===== config.mk =====
export PLATFORM = sky130hd
export DESIGN_NAME = ttl_timer_ctrl
export DESIGN_NICKNAME = d
export VERILOG_FILES = /design/src/rtl/timer_pkg.sv /design/src/rtl/counter_stage4.sv /design/src/rtl/ttl_timer_ctrl.sv
export SDC_FILE = /design/constraint.sdc
export NUM_CORES = 1
export LEC_CHECK = 0
export BUFFER_PORTS_ARGS = -buffer_cell sky130_fd_sc_hd__buf_2
export CORE_ASPECT_RATIO = 0.8
export CORE_MARGIN = 8
export CORE_UTILIZATION = 40
export CTS_CLUSTER_DIAMETER = 150
export CTS_CLUSTER_SIZE = 10
export DETAILED_ROUTE_END_ITERATION = 8
export PLACE_DENSITY = 0.73
export SKIP_LAST_GASP = 1
export SLEW_MARGIN = 20
export SYNTH_ARGS = -nofsm -noshare
export SYNTH_HDL_FRONTEND = slang
export SYNTH_SLANG_ARGS = --single-unit

===== constraint.sdc =====
create_clock -name Clk -period 4.7 [get_ports Clk]
set_clock_uncertainty 0.2 [all_clocks]
set_input_delay 0.705 -clock Clk [delete_from_list [all_inputs] [get_ports Clk]]
set_output_delay 0.705 -clock Clk [all_outputs]
set_load 0.1 [all_outputs]

===== src/rtl/timer_pkg.sv =====
// Shared definitions for the interval timer controller.
//   state_t       : controller FSM state encoding (ST_IDLE, ST_RUN, ST_DONE)
//   MODE_ONESHOT  : stop in DONE with the count held at all ones after expiry
//   MODE_RELOAD   : reload the shadow Reload value on expiry and keep running
package timer_pkg;

  typedef enum logic [1:0] {
    ST_IDLE = 2'd0,
    ST_RUN  = 2'd1,
    ST_DONE = 2'd2
  } state_t;

  localparam logic MODE_ONESHOT = 1'b0;
  localparam logic MODE_RELOAD  = 1'b1;

endpackage


===== src/rtl/counter_stage4.sv =====
// 4-bit synchronous loadable up-counter stage, cascadable by ripple carry.
//   clk_i  : clock, rising edge
//   clr_i  : asynchronous active-high clear
//   load_i : synchronous parallel load of d_i (wins over counting)
//   d_i    : parallel load data
//   ent_i  : enable-trickle; also gates rco_o
//   enp_i  : enable-parallel
//   q_o    : stage count
//   rco_o  : ripple carry out, high when ent_i is high and the stage is all ones
module counter_stage4 (
  input  logic       clk_i,
  input  logic       clr_i,
  input  logic       load_i,
  input  logic [3:0] d_i,
  input  logic       ent_i,
  input  logic       enp_i,
  output logic [3:0] q_o,
  output logic       rco_o
);

  logic [3:0] q_q, q_d;

  always_ff @(posedge clk_i or posedge clr_i) begin
    if (clr_i) q_q <= 4'h0;
    else       q_q <= q_d;
  end

  always_comb begin
    q_d = q_q;
    if (load_i)              q_d = d_i;
    else if (ent_i && enp_i) q_d = q_q + 4'd1;
  end

  assign q_o   = q_q;
  assign rco_o = ent_i & (&q_q);

endmodule


===== src/rtl/ttl_timer_ctrl.sv =====
// Programmable interval timer controller built on a cascade of 4-bit counter
// stages. Start captures Reload/Prescale/Mode into shadow registers and loads
// the chain; the prescaler then paces count enables into the chain, and the
// last stage's carry is the terminal-count Tick that latches Irq.
//   Clk      : clock, rising edge
//   Clear    : asynchronous active-high reset
//   Start    : (re)arm: load Reload, capture shadows, enter RUN
//   Stop     : halt from RUN to IDLE, count holds; wins over Start
//   Mode     : 0 one-shot, 1 auto-reload (captured at Start)
//   Reload   : initial / reload count (captured at Start)
//   Prescale : count enable every Prescale+1 cycles (captured at Start)
//   Irq_ack  : clears Irq and Overrun
//   Q        : current count
//   Busy     : high in RUN
//   Tick     : combinational terminal-count pulse
//   Irq      : latched expiry interrupt
//   Overrun  : expiry seen while Irq was still pending
//
// state   | meaning
// --------+-----------------------------------------------
// ST_IDLE | stopped or never started; count holds
// ST_RUN  | prescaler running, chain counting on enables
// ST_DONE | one-shot expired; count held at all ones
module ttl_timer_ctrl
  import timer_pkg::*;
#(
  parameter int STAGES         = 4,
  parameter int PRESCALE_WIDTH = 4
) (
  input  logic                      Clk,
  input  logic                      Clear,
  input  logic                      Start,
  input  logic                      Stop,
  input  logic                      Mode,
  input  logic [4*STAGES-1:0]       Reload,
  input  logic [PRESCALE_WIDTH-1:0] Prescale,
  input  logic                      Irq_ack,
  output logic [4*STAGES-1:0]       Q,
  output logic                      Busy,
  output logic                      Tick,
  output logic                      Irq,
  output logic                      Overrun
);

  localparam int W = 4 * STAGES;

  state_t                    state_q, state_d;
  logic [PRESCALE_WIDTH-1:0] presc_q, presc_d;
  logic [PRESCALE_WIDTH-1:0] sh_presc_q, sh_presc_d;
  logic [W-1:0]              sh_reload_q, sh_reload_d;
  logic                      sh_mode_q, sh_mode_d;
  logic                      irq_q, irq_d;
  logic                      ovr_q, ovr_d;

  logic         start_load;
  logic         in_run;
  logic         en;
  logic         tc;
  logic         expire_oneshot;
  logic         reload_tc;
  logic         chain_load;
  logic         cnt_en;
  logic [W-1:0] chain_data;
  logic         carry [STAGES+1];

  // Stop has priority: a simultaneous Start is dropped entirely.
  assign start_load = Start & ~Stop;
  assign in_run     = (state_q == ST_RUN);
  assign en         = in_run & (presc_q == sh_presc_q);

  // The prescaler enable enters the trickle input of stage 0, so the last
  // carry is exactly RUN & en & (Q == all ones).
  assign carry[0] = en;
  assign tc       = carry[STAGES];

  assign expire_oneshot = tc & (sh_mode_q == MODE_ONESHOT);
  assign reload_tc      = tc & (sh_mode_q == MODE_RELOAD) & ~Stop;
  assign chain_load     = start_load | reload_tc;
  assign chain_data     = start_load ? Reload : sh_reload_q;

  // One-shot expiry must not wrap to zero, and Stop freezes the count.
  assign cnt_en = en & ~Stop & ~expire_oneshot;

  for (genvar i = 0; i < STAGES; i++) begin : g_stage
    counter_stage4 u_stage (
      .clk_i  (Clk),
      .clr_i  (Clear),
      .load_i (chain_load),
      .d_i    (chain_data[4*i +: 4]),
      .ent_i  (carry[i]),
      .enp_i  (cnt_en),
      .q_o    (Q[4*i +: 4]),
      .rco_o  (carry[i+1])
    );
  end

  always_ff @(posedge Clk or posedge Clear) begin
    if (Clear) begin
      state_q     <= ST_IDLE;
      presc_q     <= '0;
      sh_presc_q  <= '0;
      sh_reload_q <= '0;
      sh_mode_q   <= MODE_ONESHOT;
      irq_q       <= 1'b0;
      ovr_q       <= 1'b0;
    end else begin
      state_q     <= state_d;
      presc_q     <= presc_d;
      sh_presc_q  <= sh_presc_d;
      sh_reload_q <= sh_reload_d;
      sh_mode_q   <= sh_mode_d;
      irq_q       <= irq_d;
      ovr_q       <= ovr_d;
    end
  end

  always_comb begin
    state_d     = state_q;
    presc_d     = presc_q;
    sh_presc_d  = sh_presc_q;
    sh_reload_d = sh_reload_q;
    sh_mode_d   = sh_mode_q;

    if (start_load) begin
      state_d     = ST_RUN;
      presc_d     = '0;
      sh_presc_d  = Prescale;
      sh_reload_d = Reload;
      sh_mode_d   = Mode;
    end else begin
      unique case (state_q)
        ST_IDLE: state_d = ST_IDLE;
        ST_RUN: begin
          if (Stop) begin
            state_d = ST_IDLE;
          end else begin
            if (expire_oneshot) state_d = ST_DONE;
            presc_d = en ? '0 : presc_q + PRESCALE_WIDTH'(1);
          end
        end
        ST_DONE: state_d = ST_DONE;
        default: state_d = ST_IDLE;
      endcase
    end
  end

  // Set wins over acknowledge; Overrun only sets against an un-acked Irq.
  always_comb begin
    irq_d = irq_q;
    ovr_d = ovr_q;
    if (tc)           irq_d = 1'b1;
    else if (Irq_ack) irq_d = 1'b0;
    if (tc && irq_q && !Irq_ack) ovr_d = 1'b1;
    else if (Irq_ack)            ovr_d = 1'b0;
  end

  assign Busy    = in_run;
  assign Tick    = tc;
  assign Irq     = irq_q;
  assign Overrun = ovr_q;

endmodule


==> qor.yml, run 1 <==
syn_inst: 257
io_pins: 46
ant_nets: 0
path_cells: "ha_1 -> nand3_2 -> or4_4 -> nor2_1 -> buf_2"
die-area_mm2: 0.00860
track_usage: 0.136
numPlacedInstances: 377
timing.rr.end: "g_stage[2].u_stage.q_o[0]$_DFFE_PP0P_"
fmax_mhz: 315
slowest_stage: "or4_4"
synth_cell_type_count: 52
synth_ff_type: "dfrtp_1"
power_frac_comb: 0.370
max_stage_delay_ns: 0.59
ys_seq_area_frac: 0.479
synthesis.area_mm2: 0.00235
r2r_start: "g_stage[0].u_stage.q_o[0]$_DFFE_PP0P_"
critPathLaunchType: "flip-flop"
met1_usage: 0.181
synth_nets: 290
maxCapViolCount: 0
fin_crit_ns: 3.17
area_growth_pct: 16.9
drc: 0
grt_use_met2: 0.199
clk_pin_slew_ns: 0.08
worst-path-buf-inv: 1
drt_iter0_drc: 72
status: "complete, no violations"
dieHeight_um: 84.6
power.static_leakage_nw: 1.31
grt_pass1_wl_um: 9320
overflow: 0
postSynth.asyncResetShare: 1.00
syn_area_per_cell_um2: 9.14
instances_no_fill: 385
worstPathRequired_ns: 3.80
p_int_mw: 0.638
clock_power_share: 0.202
crit_family: "simple AND/OR/NAND/NOR gates"
final_max_slew_viol_count: 0
fin_crit_sh: 0.676
hold_violations: 0
crit_start: "g_stage[0].u_stage.q_o[0]$_DFFE_PP0P_"
cts.sinks: 45
cts_made_buffers: 5
clock_latency_ns: 0.30
setup_viol: 0
port_buffers: 45
drt_wl_total_um: 5650
grt_antenna_before_repair: 0
cts.repair.resized: 0
dp_hpwl_um: 4040
crit_end: "Tick"
critPathKind: "flip-flop to output port"
worst_pin_slew_ns: 0.712
rsz0062_at_grt: "no"
fin_setup_tns_ns: 0
ff2ff_path_depth: 6
hold_ws_ns: 0.277
ctsHoldBuffers: 0
relSlewSlack: 0.524
p_seq_frac: 0.428
num_vias: 1980
post_cts_buffers: 0
coreArea_mm2: 0.00579
cts_buffer_depth: 2
drive_gt1_frac: 0.243
initial_core_util: 0.406
synth_edf_count: 0
rrSetupSlack_ns: 1.97
wl_per_cell_um: 14.7
diodes: 0
fin_nets: 336
worst_hold_path_type: "flip-flop to flip-flop"
first_pass_iters: 4
power.switching_mw: 0.517
grt.busiest_layer: "met2"
min-delay-start: "sh_reload_q[12]$_DFF_PP0_"
cts_tree: "built"
first_global_vias: 1924
fill_cells: 564
peakVddDrop_uv: 168
power.share.switching: 0.447
met3_usage: 0.0413
power_mw: 1.16
synth-seq-cells: 45
arrival_ns: 2.27
std_cell_rows: 25
grt_max_degree: 46
end_kind: "output port"
cp.depth: 5
die-width_um: 102
root_buffer: "clkbuf_8"
htree_levels: 2
cp_max_fo: 6
yosys_warnings: 0
powerDensity_mw_per_mm2: 420
via_per_inst: 5.14
globalplace.congestion: 0.812
==> power groups by stage <==
stage,Combinational (mW),Sequential [mW],Clock [mW]
floorplan,0.135,0.707,0
CTS,0.432,0.494,0.242
detailed placement,0.430,0.502,0
global route,0.456,0.505,0.258
finish,0.427,0.495,0.233
global placement,0.424,0.499,0
==> metal layers <==
| metal | share of wire | vias up |
|---|---|---|
| li1 | - | 991 |
| met1 | 0.48 | 937 |
| met2 | 0.44 | 47 |
| met3 | 0.071 | 5 |
| met4 | 0.0071 | 0 |
| met5 | 0 | - |
==> cells in the mapped netlist (3+ instances only) <==
| master | number | area share |
|---|---|---|
| nor4_1 | 3 | 0.0080 |
| nand3_1 | 7 | 0.015 |
| dfrtp_1 | 45 | 0.48 |
| nor2_1 | 10 | 0.016 |
| mux2_2 | 3 | 0.014 |
| a22oi_1 | 3 | 0.0096 |
| nor3_1 | 3 | 0.0064 |
| inv_1 | 8 | 0.013 |
| a21oi_1 | 9 | 0.019 |
| ha_1 | 7 | 0.037 |
| nor2b_1 | 4 | 0.011 |
| o211ai_1 | 3 | 0.0096 |
| o21ai_0 | 6 | 0.013 |
| xor2_1 | 4 | 0.015 |
| a31oi_1 | 3 | 0.0080 |
| o31ai_1 | 3 | 0.0096 |
| nand2_1 | 83 | 0.13 |
| and2_1 | 3 | 0.0080 |
| nand4_1 | 3 | 0.0080 |
| clkbuf_1 | 7 | 0.011 |
| o22a_1 | 3 | 0.011 |
==> flip-flops by register name (all words and copies together), names as in the netlist <==
| signal | count |
|---|---|
| Irq | 1 |
| sh_presc_q | 4 |
| presc_q | 4 |
| g_stage.u_stage.q_o | 16 |
| state_q | 2 |
| sh_mode_q | 1 |
| Overrun | 1 |
| sh_reload_q | 16 |
==> cell type report <==
cell class	count	area, um^2	area share
Multi-Input combinational cell	195	1160	0.422
Sequential cell	45	1130	0.410
Timing Repair Buffer	48	248	0.0902
Tap cell	81	101	0.0369
Clock buffer	6	72.6	0.0264
Inverter	8	30.0	0.0109
Clock inverter	2	10.0	0.00364
==> cells by family after synthesis <==
kind of cell,share of synthesized area
compound gates,0.156
fa+ha+maj,0.0373
mux,0.0293
buf+inv,0.0309
flops,0.479
xor+xnor,0.0149
simple gates,0.252
==> worst min-delay path by stage <==
stage                                            to  slack, ns  cells after the start
final                     sh_reload_q[12]$_DFF_PP0_       0.28                      2
after global routing      sh_reload_q[14]$_DFF_PP0_       0.30                      2
after CTS                 sh_reload_q[12]$_DFF_PP0_       0.28                      2
after detailed placement   sh_reload_q[7]$_DFF_PP0_       0.26                      2
after global placement    sh_reload_q[14]$_DFF_PP0_       0.25                      2
after floorplan           sh_reload_q[10]$_DFF_PP0_       0.24                      2
==> tightest hold or removal path, cell delays in order, from the launching register on <==
cell     delay [ns]
dfrtp_1        0.32
nand2_1        0.05
nand2_1        0.07
==> cells in the final DEF, fill, tap and decap left out, types with 4 or more instances in the layout <==
cell and instances:
nand2_1 83, dfrtp_1 45, buf_2 45, nor2_1 9, a21oi_1 9, inv_1 7
nand3_1 7, ha_1 7, o21ai_0 6, clkbuf_8 5, xor2_1 4, nor2b_1 4
==> per-stage QoR <==
stage / setup slack [ns] / cell area (um^2) / utilization
floorplan: 0.468 / 2350 / -
finish: 1.53 / 2750 / 0.475
global route: 1.41 / 2750 / 0.475
CTS: 1.51 / 2740 / 0.474
global placement: 1.80 / 2660 / 0.459
detailed placement: 1.69 / 2660 / 0.459
(Power assumes the default switching activity.)
==> run 2, diff against run 1 <==
==> constraint.sdc (replaced) <==
create_clock -name Clk -period 3.1 [get_ports Clk]
set_clock_uncertainty 0.2 [all_clocks]
set_input_delay 0.465 -clock Clk [delete_from_list [all_inputs] [get_ports Clk]]
set_output_delay 0.465 -clock Clk [all_outputs]
set_load 0.1 [all_outputs]
==> run 2 against run 1 <==
- register-to-register slack worse by 1.5 ns
- sequential cell count stayed put
- setup slack worse by 1.3 ns
- critical path depth stayed put
- sequential power is 53% higher
- die area stayed put
- sequential share of layout area is 0.63 points lower
- first-iteration DRC count is 100% higher
- critical path type unchanged
- critical endpoint unchanged
- largest cell class unchanged
- highest routed layer unchanged
==> qor.yml, run 2 (synthesis gave the netlist of run 1 again) <==
first_global_vias: 2013
place_area_mm2: 0.00270
end_kind: "output port"
die-width_um: 102
fmax_mhz: 348
die-area_mm2: 0.00860
io_pins: 46
port_buffers: 45
diodes: 0
most-common-layout-cells: "nand2_1 (83), buf_2 (45), dfrtp_1 (37)"
fin_setup_tns_ns: 0
powerDensity_mw_per_mm2: 663
overflow: 0
track_usage: 0.142
drc: 0
cp_max_fo: 6
finalWorstSetupSlack_ns: 0.226
cts.repair.resized: 0
htree_levels: 2
numPlacedInstances: 380
grt_pass1_wl_um: 9730
worst_pin_slew_ns: 0.793
instances_no_fill: 388
setup_viol: 0
drt_wl_total_um: 5910
ant_nets: 0
rrSetupSlack_ns: 0.48
final_cell_area_mm2: 0.00282
final_common_cell: "nand2_1"
worstPathRequired_ns: 2.43
status: "complete, no violations"
arrival_ns: 2.21
fin_nets: 339
dieHeight_um: 84.6
rsz0062_at_grt: "no"
relSlewSlack: 0.469
area_growth_pct: 19.8
drive_gt1_frac: 0.280
cts_tree: "built"
coreArea_mm2: 0.00579
maxCapViolCount: 0
fin_crit_ns: 2.87
peakVddDrop_uv: 216
globalplace.congestion: 0.829
first_pass_iters: 4
grt_antenna_before_repair: 0
drt_iter0_drc: 146
num_vias: 1992
clk_pin_slew_ns: 0.08
wl_per_cell_um: 15.2
clock_latency_ns: 0.30
cts.sinks: 45
via_per_inst: 5.13
cts_buffer_depth: 2
fill_cells: 545
dp_hpwl_um: 4460
initial_core_util: 0.406
fin_crit_sh: 0.927
post_cts_buffers: 0
hold_violations: 0
final_max_slew_viol_count: 0
critPathKind: "flip-flop to output port"
std_cell_rows: 25
critPathLaunchType: "flip-flop"
place_ws_ns: 0.502
ctsHoldBuffers: 0
worst_hold_path_type: "primary input to asynchronous set/reset pin"
grt_max_degree: 28
power.static_leakage_nw: 1.33
final_util: 0.486
cts_made_buffers: 5
root_buffer: "clkbuf_8"
-- run 2: cell count changes in the layout (fill, tap and decap cells not counted), sizes merged --
cell | previous run | this run
inv | 7 | 8
bufinv | 0 | 1
clkbuf | 6 | 7
clkinv | 3 | 0
buf | 48 | 51
-- run 2: where the power goes --
part	total (mW)	internal, mW	leakage [nW]	switching, mW
clock network	0.461	0.263	0.0585	0.198
registers	0.756	0.675	0.552	0.0809
logic	0.649	0.143	0.718	0.506
total	1.87	1.08	1.33	0.785
-- run 2: metal layers --
metal | global-route usage | wire (um) | share of wire
met5 | 0 | 0 | 0
met4 | 0.0553 | 65 | 0.011
met3 | 0.0446 | 426 | 0.072
met2 | 0.216 | 2610 | 0.44
met1 | 0.183 | 2800 | 0.47
-- run 2: critical path, stage by stage, from the launching register on --
cell,delay (ns)
dfrtp_2,0.39
ha_1,0.22
nand3_2,0.15
or4_4,0.60
nor2_4,0.11
buf_2,0.43
-- run 2: cell type report --
cell class              instances  area [um^2]  area share
multi-input cells             195         1160       0.412
repair buffers                 51          270      0.0960
well taps                      81          101      0.0360
clock buffers                   7         86.3      0.0307
flip-flops and latches         45         1140       0.404
clock inverters                 1         30.0      0.0107
inverters                       8         30.0      0.0107
-- run 2: path summary, 6_finish.rpt --
path	startpoint	to	depth (start not counted)
worst max-delay path	g_stage[0].u_stage.q_o[0]$_DFFE_PP0P_	Tick	5
worst min-delay path	Clear	sh_presc_q[1]$_DFFE_PP0P_	2
worst max register to register	presc_q[2]$_DFFE_PP0P_	g_stage[1].u_stage.q_o[0]$_DFFE_PP0P_	6
worst min register to register	sh_reload_q[13]$_DFF_PP0_	sh_reload_q[13]$_DFF_PP0_	2
max in group asynchronous	Clear	g_stage[3].u_stage.q_o[0]$_DFFE_PP0P_	3
min in group Clk	Irq_ack	Overrun$_DFFE_PP0P_	2
-- run 2: metrics by stage --
step | power (mW) | hold slack [ns]
5_1_grt | 1.96 | 0.0616
3_3_place_gp | 1.41 | 0.256
2_1_floorplan | 1.28 | 0.237
4_1_cts | 1.88 | 0.0753
6_report | 1.87 | 0.0107
3_5_place_dp | 1.42 | 0.269
==> run 3, diff against run 2 <==
==> constraint.sdc (replaced) <==
create_clock -name Clk -period 3.66 [get_ports Clk]
set_clock_uncertainty 0.2 [all_clocks]
set_input_delay 0.549 -clock Clk [delete_from_list [all_inputs] [get_ports Clk]]
set_output_delay 0.549 -clock Clk [all_outputs]
set_load 0.1 [all_outputs]
==> run 3 against run 2 <==
- highest routed layer unchanged
- sequential share of layout area increased by 0.52 points
- die area is the same
- register-to-register slack improved by 0.48 ns
- combinational power is 15% lower
- critical endpoint unchanged
- first-iteration DRC count shrank 40%
- total power is 20% lower
- non-clock buffer count down 2
==> qor.yml, run 3 (synthesis gave the netlist of run 1 again) <==
die-width_um: 102
powerDensity_mw_per_mm2: 542
worst_pin_slew_ns: 0.808
fin_crit_sh: 0.821
peakVddDrop_uv: 213
dieHeight_um: 84.6
fmax_mhz: 333
final_cell_area_mm2: 0.00276
cts_tree: "built"
most-common-layout-cells: "nand2_1 (83), dfrtp_1 (45), buf_2 (45)"
power.static_leakage_nw: 1.31
die-area_mm2: 0.00860
maxCapViolCount: 0
ctsHoldBuffers: 0
drt_iter0_drc: 87
num_vias: 2001
place_area_mm2: 0.00267
arrival_ns: 2.26
globalplace.congestion: 0.819
crit_start: "g_stage[0].u_stage.q_o[0]$_DFFE_PP0P_"
status: "complete, no violations"
first_pass_iters: 4
clk_pin_slew_ns: 0.08
r2r_start: "g_stage[0].u_stage.q_o[0]$_DFFE_PP0P_"
relSlewSlack: 0.461
fin_nets: 337
critPathLaunchType: "flip-flop"
multi_input_area_mm2: 0.00116
hold_violations: 0
area_growth_pct: 17.3
overflow: 0
root_buffer: "clkbuf_8"
ff2ff_path_depth: 6
drc: 0
ant_nets: 0
post_cts_buffers: 0
grt_antenna_before_repair: 0
track_usage: 0.140
io_pins: 46
coreArea_mm2: 0.00579
initial_core_util: 0.406
dp_hpwl_um: 4320
htree_levels: 2
drt_wl_total_um: 5700
final_common_cell: "nand2_1"
power_mw: 1.49
final_max_slew_viol_count: 0
setup_viol: 0
cts.repair.resized: 0
cts_buffer_depth: 2
hold_ws_ns: 0.0708
wl_per_cell_um: 14.8
port_buffers: 45
end_kind: "output port"
diodes: 0
clock_latency_ns: 0.30
worst_hold_path_type: "primary input to asynchronous set/reset pin"
first_global_vias: 1967
std_cell_rows: 25
fin_setup_tns_ns: 0
rsz0062_at_grt: "no"
grt_max_degree: 26
seq_area_mm2: 0.00113
fill_cells: 564
critPathKind: "flip-flop to output port"
fin_crit_ns: 3.01
worstPathRequired_ns: 2.91
cts_made_buffers: 5
drive_gt1_frac: 0.249
cts.sinks: 45
via_per_inst: 5.18
cp_max_fo: 6
grt_pass1_wl_um: 9690
-- run 3: final cells by class --
| cell class | instances | share of cell area |
|---|---|---|
| Multi-Input combinational cell | 195 | 0.420 |
| Sequential cell | 45 | 0.409 |
| Timing Repair Buffer | 49 | 0.0926 |
| Tap cell | 81 | 0.0368 |
| Clock buffer | 5 | 0.0250 |
| Inverter | 8 | 0.0109 |
| Clock inverter | 3 | 0.00636 |
-- run 3: metrics by stage --
step | util | cells | setup WS (ns)
2_1_floorplan | - | 257 | 0.0586
3_3_place_gp | 0.461 | 378 | 1.05
3_5_place_dp | 0.461 | 378 | 0.982
4_1_cts | 0.476 | 386 | 0.639
5_1_grt | 0.476 | 386 | 0.553
6_report | 0.476 | 386 | 0.654
-- run 3: path summary, 6_finish.rpt --
kind / endpoint / slack (ns)
worst max-delay path: Tick / 0.65
worst min-delay path: state_q[0]$_DFFE_PP0P_ / 0.07
worst max register to register: g_stage[2].u_stage.q_o[0]$_DFFE_PP0P_ / 0.96
worst min register to register: sh_reload_q[3]$_DFF_PP0_ / 0.28
max in group asynchronous: g_stage[1].u_stage.q_o[3]$_DFFE_PP0P_ / 2.48
min in group Clk: Overrun$_DFFE_PP0P_ / 0.21
-- run 3: where the power goes --
part	switching, mW	internal, mW
Sequential	0.0701	0.568
Combinational	0.430	0.121
Clock	0.173	0.132
-- run 3: routing by layer --
layer	share of wire	global-route usage
met5	0	0
met4	0.0090	0.0432
met2	0.44	0.202
met3	0.082	0.0413
met1	0.47	0.195
-- run 3: worst max-delay path: stages, from the launching register on --
cell and delay [ns]:
dfrtp_1 0.41, ha_1 0.24, nand3_2 0.15, or4_4 0.59, nor2_2 0.12, buf_2 0.44
